## src/rtl/neuron_mac.sv

```systemverilog
// neuron_mac: per-neuron multiply-accumulate for the activation stage.
// A neuron takes a bias on start and then N_IN (activation, weight) beats.
// It emits one saturated, optionally down-shifted signed sum as a
// single-cycle valid_out pulse. Activations are unsigned and weights are
// signed two's complement.
module neuron_mac #(
   parameter int WIDTH_IN  = 8,
   parameter int WIDTH_W   = 8,
   parameter int WIDTH_OUT = 16,
   parameter int N_IN      = 16,
   parameter int ACC_W     = 24,
   parameter int SHIFT     = 0
) (
   input  logic                        clk,
   input  logic                        rst_n,
   input  logic                        start,
   input  logic signed [WIDTH_OUT-1:0] bias,
   input  logic                        clear,
   input  logic                        valid_in,
   output logic                        in_ready,
   input  logic        [WIDTH_IN-1:0]  act_in,
   input  logic signed [WIDTH_W-1:0]   weight_in,
   output logic                        busy,
   output logic                        valid_out,
   output logic signed [WIDTH_OUT-1:0] data_out
);

   // The counter keeps at least one bit, so that N_IN == 1 still elaborates.
   localparam int CNT_W = (N_IN > 1) ? $clog2(N_IN) : 1;
   localparam logic [CNT_W-1:0] LAST_BEAT = CNT_W'(N_IN - 1);

   // Saturation bounds, expressed at accumulator width.
   localparam logic signed [ACC_W-1:0] SAT_MAX =
      signed'({{(ACC_W-WIDTH_OUT+1){1'b0}}, {(WIDTH_OUT-1){1'b1}}});
   localparam logic signed [ACC_W-1:0] SAT_MIN = ~SAT_MAX;

   typedef enum logic [1:0] {
      S_IDLE  = 2'd0,
      S_ACCUM = 2'd1,
      S_DONE  = 2'd2
   } state_t;

   state_t                        r_state;
   state_t                        w_next_state;
   logic signed [ACC_W-1:0]       r_acc;
   logic        [CNT_W-1:0]       r_cnt;
   logic                          r_valid_out;
   logic signed [WIDTH_OUT-1:0]   r_data_out;

   logic                          w_accept;
   logic                          w_last_beat;
   logic                          w_emit;
   logic signed [ACC_W-1:0]       w_act_ext;
   logic signed [ACC_W-1:0]       w_wgt_ext;
   logic signed [ACC_W-1:0]       w_prod;
   logic signed [ACC_W-1:0]       w_shifted;
   logic signed [WIDTH_OUT-1:0]   w_sat;

   assign in_ready    = (r_state == S_ACCUM);
   assign busy        = (r_state != S_IDLE);
   assign valid_out   = r_valid_out;
   assign data_out    = r_data_out;

   assign w_accept    = in_ready && valid_in;
   assign w_last_beat = (r_cnt == LAST_BEAT);
   // A result leaves only from DONE, and only when clear does not abort it.
   assign w_emit      = (r_state == S_DONE) && !clear;

   // The activation is zero-extended so it stays non-negative. The weight is
   // sign-extended. The product is formed directly at accumulator width.
   assign w_act_ext   = signed'(ACC_W'(act_in));
   assign w_wgt_ext   = ACC_W'(weight_in);
   assign w_prod      = w_act_ext * w_wgt_ext;

   // The arithmetic shift floors toward -inf.
   assign w_shifted   = r_acc >>> SHIFT;

   // Clamp the shifted accumulator to the signed output range.
   always_comb begin
      w_sat = w_shifted[WIDTH_OUT-1:0];
      if (w_shifted > SAT_MAX) begin
         w_sat = {1'b0, {(WIDTH_OUT-1){1'b1}}};
      end else if (w_shifted < SAT_MIN) begin
         w_sat = {1'b1, {(WIDTH_OUT-1){1'b0}}};
      end
   end

   // State register.
   always_ff @(posedge clk or negedge rst_n) begin
      // NOTE: registers take non-blocking assignments. Every flop then samples
      // pre-edge values, whatever order the always blocks are evaluated in.
      if (!rst_n) begin
         r_state <= S_IDLE;
      end else begin
         r_state <= w_next_state;
      end
   end

   // Next-state logic. clear overrides every other input.
   always_comb begin
      // NOTE: the default comes first, so every path assigns w_next_state
      // and no latch is inferred.
      w_next_state = r_state;
      if (clear) begin
         w_next_state = S_IDLE;
      end else begin
         case (r_state)
            S_IDLE:  if (start) w_next_state = S_ACCUM;
            S_ACCUM: if (w_accept && w_last_beat) w_next_state = S_DONE;
            S_DONE:  w_next_state = S_IDLE;
            default: w_next_state = S_IDLE;
         endcase
      end
   end

   // Accumulator and beat counter: load the bias on start, then add one
   // product per accepted beat.
   always_ff @(posedge clk or negedge rst_n) begin
      if (!rst_n) begin
         r_acc <= '0;
         r_cnt <= '0;
      end else if (clear) begin
         r_acc <= '0;
         r_cnt <= '0;
      end else if ((r_state == S_IDLE) && start) begin
         r_acc <= ACC_W'(bias);
         r_cnt <= '0;
      end else if (w_accept) begin
         r_acc <= r_acc + w_prod;
         r_cnt <= r_cnt + 1'b1;
      end
   end

   // Result register and strobe. data_out holds its value between results.
   always_ff @(posedge clk or negedge rst_n) begin
      if (!rst_n) begin
         r_valid_out <= 1'b0;
         r_data_out  <= '0;
      end else begin
         r_valid_out <= w_emit;
         if (w_emit) begin
            r_data_out <= w_sat;
         end
      end
   end

endmodule

```

## config.mk

```make
export PLATFORM = sky130hd
export DESIGN_NAME = neuron_mac
export DESIGN_NICKNAME = d
export VERILOG_FILES = /design/src/rtl/neuron_mac.sv
export SDC_FILE = /design/constraint.sdc
export NUM_CORES = 1
export LEC_CHECK = 0
export ABC_AREA = 1
export ABC_CLOCK_PERIOD_IN_PS = 4990
export BUFFER_PORTS_ARGS = -buffer_cell sky130_fd_sc_hd__buf_2
export CAP_MARGIN = 40
export CORE_MARGIN = 1
export CORE_UTILIZATION = 43
export CTS_CLUSTER_SIZE = 10
export DETAILED_ROUTE_END_ITERATION = 6
export PLACE_DENSITY_LB_ADDON = 0.08
export SYNTH_ARGS = -nofsm -noshare
export SYNTH_HDL_FRONTEND = slang
export SYNTH_SLANG_ARGS = --single-unit
```

## constraint.sdc

```tcl
create_clock -name clk -period 4.99 [get_ports clk]
set_input_delay 0.998 -clock clk [delete_from_list [all_inputs] [get_ports clk]]
set_output_delay 0.998 -clock clk [all_outputs]
set_load 0.03 [all_outputs]
```

# --- Word level (Yosys, flattened, before mapping) ---
# Cells that the tools add are included.
classes:
  addsub: 2
  multipliers: 1
  n_div: 0
  n_lt_le_gt_ge: 2
  n_eq_ne: 5
  shift: 0
  n_mux: 12
  n_bitwise: 0
  reduce_logical: 9
op_table:
  columns: ["cell", "count"]
  rows:
  - ["$mux W24", 3]
  - ["$mux W16", 2]
  - ["$add A24 B17 Y24", 1]
  - ["$gt A24 B16 Y1 const B", 1]
  - ["$lt A24 B16 Y1 const B", 1]
  - ["$mul A9 B8 Y17", 1]
  - ["$mux W4", 3]
  - ["$mux W2", 3]
  - ["$add A4 B1 Y4 const B", 1]
  - ["$eq A4 B4 Y1 const B", 1]
  - ["$logic_and A1 B1 Y1", 4]
  - ["$pmux W2 S2", 1]
  - ["$ne A3 B2 Y1 const B", 1]
  - ["$ne A3 B3 Y1 const B", 1]
  - ["$reduce_bool A3 Y1", 1]
  - ["$eq A2 B1 Y1 const B", 1]
  - ["$eq A2 B2 Y1 const B", 1]
  - ["$logic_not A2 Y1", 1]
  - ["$reduce_and A2 Y1", 1]
  - ["$reduce_bool A2 Y1", 1]
  - ["$logic_not A1 Y1", 1]
word_totals:
  reg_bits: 47
  latchBits: 0
  mem_bits_rw: 0
  rom_bits: 0
  input_bits: 37
  word_cells: 36
  n_memories: 0

# --- Longest topological paths before layout ---
depth:
  ltp_word: 6
  depth_mapped: 23

# --- Least setup slack after synthesis ---
# Ideal clock, no wire load.
synth_timing:
  path_kind: "in2reg"
  from: "in weight_in[7]"
  to: "reg r_acc[17]"
  setup_ps: 123
  arrival_time_ps: 5160
  required_time_ps: 4867
  slack_ps: -293
  path_stages: 18
  n_path_buf: 0
  path_cell_list: "clkinv_1 > or2_2 > fa_1 > fa_1 > inv_1 > fa_1 > fa_1 > fa_1 > ha_1 > nand2_1 > inv_1 > nand2_1 > o211ai_1 > nand2_1 > nand3_1 > nand2_1 > o21ai_0 > nand2_1"
synth_between:
  elab_chain_len: 5
synth_rtl:
  columns: ["element", "line_no", "source"]
  rows:
  - ["start, declared", "22", "input logic signed [WIDTH_W-1:0] weight_in,"]
  - ["$mul A9 B8 Y17", "73", "assign w_prod = w_act_ext * w_wgt_ext;"]
  - ["$add A24 B17 Y24", "129", "r_acc <= r_acc + w_prod;"]
  - ["$mux W24", "128", "end else if (w_accept) begin"]
  - ["$mux W24", "125", "end else if ((r_state == S_IDLE) && start) begin"]
  - ["$mux W24", "122", "end else if (clear) begin"]
  - ["end signal, assigned", "126", "r_acc <= ACC_W'(bias);"]
  - ["end signal, assigned", "129", null]
  - ["end, declared", "45", "logic signed [ACC_W-1:0] r_acc;"]
# Every way passes these cells. The select of a mux whose other input is x is not followed.
# A chain may end at the register's enable or synchronous reset.

# --- Worst setup path after layout ---
layout_timing:
  from: "in act_in[0]"
  to: "reg r_acc[17]"
layout_between:
  elab_chain_len: 5
layout_rtl:
  columns: ["element", "line_no", "source"]
  rows:
  - ["start, declared", "21", "input logic [WIDTH_IN-1:0] act_in,"]
  - ["$mul A9 B8 Y17", "73", null]
  - ["$add A24 B17 Y24", "129", null]
  - ["$mux W24", "128", null]
  - ["$mux W24", "125", null]
  - ["$mux W24", "122", null]
# Every way passes these cells. The select of a mux whose other input is x is not followed.

==> impl_metrics.env <==
export IMPL_grtUsageMet2_pct=38.75
export IMPL_power_leakage_nw=4.108
export IMPL_rsz0062_at_grt="true"
export IMPL_whs_ns=0.4756
export IMPL_yosys_register_bits=47
export IMPL_instances_no_fill=1047
export IMPL_die_h_um=117.8
export IMPL_relSlewSlack_pct=64.68
export IMPL_root_buffer="clkbuf_16"
export IMPL_core_area_sq_um=12820
export IMPL_cts_tree="yes"
export IMPL_fp_dieW_um=117.8
export IMPL_vias=5103
export IMPL_worstMarginPinSlew_ns=0.5290
export IMPL_grtUsageMet1_pct=28.34
export IMPL_drive_gt1_share_pct=19.77
export IMPL_slowest_delay_ns=0.58
export IMPL_worstPathRequired_ns=5.17
export IMPL_start_util_pct=44.93
export IMPL_finalInstanceArea_sq_um=6945
export IMPL_fmax_ghz=0.2014
export IMPL_skew_ns=0.007072
export IMPL_ir_drop_uv=392.4
export IMPL_rows=41
export IMPL_cts_buffers_inserted=5
export IMPL_yosysWarnings=0
export IMPL_crit_top_cell="fa_1"
export IMPL_num_io_pins=56
export IMPL_min_period_ns=4.965
export IMPL_h_tree_depth=2
export IMPL_busiest_layer="met2"
export IMPL_totalWireLength_mm=14.51
export IMPL_place_inst=1037
export IMPL_crit_type="in2reg"
export IMPL_place_ws_ns=-0.4202
export IMPL_drc=0
export IMPL_place_congestion=0.8840
export IMPL_final_nets=1039
export IMPL_cpLargestDelayFamily="adder cells"
export IMPL_drt_iter0_drc=180
export IMPL_maxSlewViolCount=0
export IMPL_final_common_cell="nand2_1"
export IMPL_yosys_cell_types_count=32
export IMPL_areaGrowthSynthToFinish_pct=20.54
export IMPL_antenna_found_initial=0
export IMPL_hp_class="reg2reg"
export IMPL_clock_sinks=47
export IMPL_syn_inst=785
export IMPL_grt_start_max_net_pins=37
export IMPL_hold_viol_final=0
export IMPL_overflow=0
export IMPL_setup_ws_ns=0.02470
export IMPL_start_kind="primary input"
export IMPL_crit_slowest_cell="fa_1"
export IMPL_maxCapViolations=0
export IMPL_netlist_area_sq_um=5762
export IMPL_powerDensity_nw_per_um2=764.5
export IMPL_syn_num_nets=950
export IMPL_fin_util_pct=54.16
export IMPL_grt_pass1_vias=5337
export IMPL_setup_viol=0
export IMPL_outcome="complete, no violations"
export IMPL_cp_arrival_ns=5.14
export IMPL_place_hpwl_mm=12.10
export IMPL_vias_per_cell=4.874
export IMPL_first_pass_iters=5
export IMPL_use_met3_pct=2.907
export IMPL_min_period_over_period_pct=99.51
export IMPL_die_area_sq_um=13870
export IMPL_crit_fanout=4
export IMPL_path_cells="buf_8, or2_4, fa_1, fa_1, inv_2, fa_1, fa_1, fa_2, ha_4, buf_6, nand2_4, o211ai_1, nand2_1, nand3_2, nand2_2, o21ai_2, nand2_1"
export IMPL_clk_path_buf_depth=2
export IMPL_crit_buf_inv=3
export IMPL_end_kind="flip-flop"
export IMPL_clock_latency_ns=0.29
export IMPL_syn_avg_cell_area_sq_um=7.340
export IMPL_insertedDiodeCount=0
export IMPL_ant_nets=0
export IMPL_layout_common_cells="nand2_1, inv_1, ha_1"
export IMPL_io_buffer_count=55
export IMPL_track_usage_pct=22.06
export IMPL_wl_per_cell_um=13.86
export IMPL_clk_pin_slew_ns=0.07
export IMPL_postPlaceCellArea_sq_um=6549
export IMPL_synth_seq_area_share_pct=20.41
export IMPL_grt_first_pass_wirelength_mm=24.96
## stage by stage
| step | TNS (ns) | power [mW] |
|---|---|---|
| floorplan | 0 | 3.164 |
| global placement | -4.733 | 4.476 |
| detailed placement | -5.605 | 4.515 |
| CTS | -0.02505 | 4.995 |
| global route | -1.029 | 5.905 |
| finish | 0 | 5.310 |
## cell families (layout without fill, tap and decap cells)
family	after synthesis	after routing	synth area share [%]
flip-flops	47	47	20.41
adder cells (fa/ha/maj)	128	128	34.44
buffers and inverters	181	271	12.16
AO/OA/AOI/OAI	53	53	5.342
XOR/XNOR	11	11	1.672
AND/OR/NAND/NOR	365	365	25.97
## layer usage
metal	part of all wire, %	vias to the layer above
met2	49	96
met1	46	2419
met4	2.1	0
met5	0	-
met3	3.3	26
li1	-	2562
## synth_stat cells
| library cell | count | area share [%] |
|---|---|---|
| nor4_1 | 4 | 0.43 |
| nor3b_1 | 1 | 0.13 |
| nor2_2 | 1 | 0.11 |
| clkinv_1 | 1 | 0.065 |
| clkbuf_1 | 16 | 1.0 |
| inv_2 | 3 | 0.20 |
| o32ai_2 | 1 | 0.28 |
| fa_1 | 51 | 18 |
| nand3b_1 | 1 | 0.13 |
| nor2_4 | 3 | 0.59 |
| a21o_1 | 1 | 0.13 |
| a21oi_1 | 18 | 1.6 |
| xnor2_1 | 2 | 0.30 |
| xor2_1 | 9 | 1.4 |
| nand2_4 | 3 | 0.59 |
| ha_1 | 77 | 17 |
| o211ai_1 | 1 | 0.13 |
| nand4_1 | 3 | 0.33 |
| o21a_2 | 1 | 0.15 |
| nand2_1 | 246 | 16 |
| o21ai_0 | 25 | 2.2 |
| dfrtp_1 | 47 | 20 |
| and2_1 | 2 | 0.22 |
| nor3_1 | 3 | 0.26 |
| or2_2 | 2 | 0.22 |
| buf_6 | 2 | 0.39 |
| o32ai_1 | 6 | 0.91 |
| nand2_2 | 1 | 0.11 |
| nand3_1 | 30 | 2.6 |
| buf_2 | 5 | 0.43 |
| nor2_1 | 65 | 4.2 |
| inv_1 | 154 | 10 |
## registers in the layout, indices dropped and copies added (netlist names)
register and count:
valid_out 1, r_acc 24, r_state 2, data_out 16, r_cnt 4
## report_power, final
group          switching, mW  internal [mW]  leakage [nW]  total (mW)
clock network          0.143          0.185        0.0669       0.329
logic                   2.46           1.89          3.43        4.34
registers              0.105          0.533         0.606       0.638
total                   2.71           2.60          4.11        5.31
## final timing paths
path	start	endpoint	slack [ns]	cells past startpoint
setup / recovery	act_in[0]	r_acc[17]	0.02	17
hold / removal	data_out[3]	data_out[3]	0.48	2
setup reg to reg	r_acc[6]	r_acc[17]	0.59	20
hold reg to reg	data_out[3]	data_out[3]	0.48	2
max in group asynchronous	rst_n	r_acc[13]	3.89	2
min in group asynchronous	rst_n	r_acc[1]	0.60	1
## worst reg2reg max path: cells and delay by family, from the launching register on
family	cells	cell delay, ns
adders and majority gates	6	2.76
buffers and inverters	7	0.54
DFF	1	0.32
AOI/OAI and AO/OA	3	0.31
and+or+nand+nor	4	0.36
## timing repair
item                                   CTS  global route
endpoints found under the hold margin    0             0
pin swaps                               14            27
hold buffers                             0             0
gates resized for setup                 14            55
setup endpoints to repair               15            16
setup buffers                            2             1
## layout make-up
| type | count | area [sq um] |
|---|---|---|
| clock buffer | 6 | 128.9 |
| timing repair buffer | 105 | 724.4 |
| sequential | 47 | 1176 |
| clock inverter | 2 | 12.51 |
| fill | 1271 | 5879 |
| inverter | 158 | 600.6 |
| multi-input combinational | 557 | 4088 |
| tap | 172 | 215.2 |
Note: power is estimated with default switching activity, not from simulation.
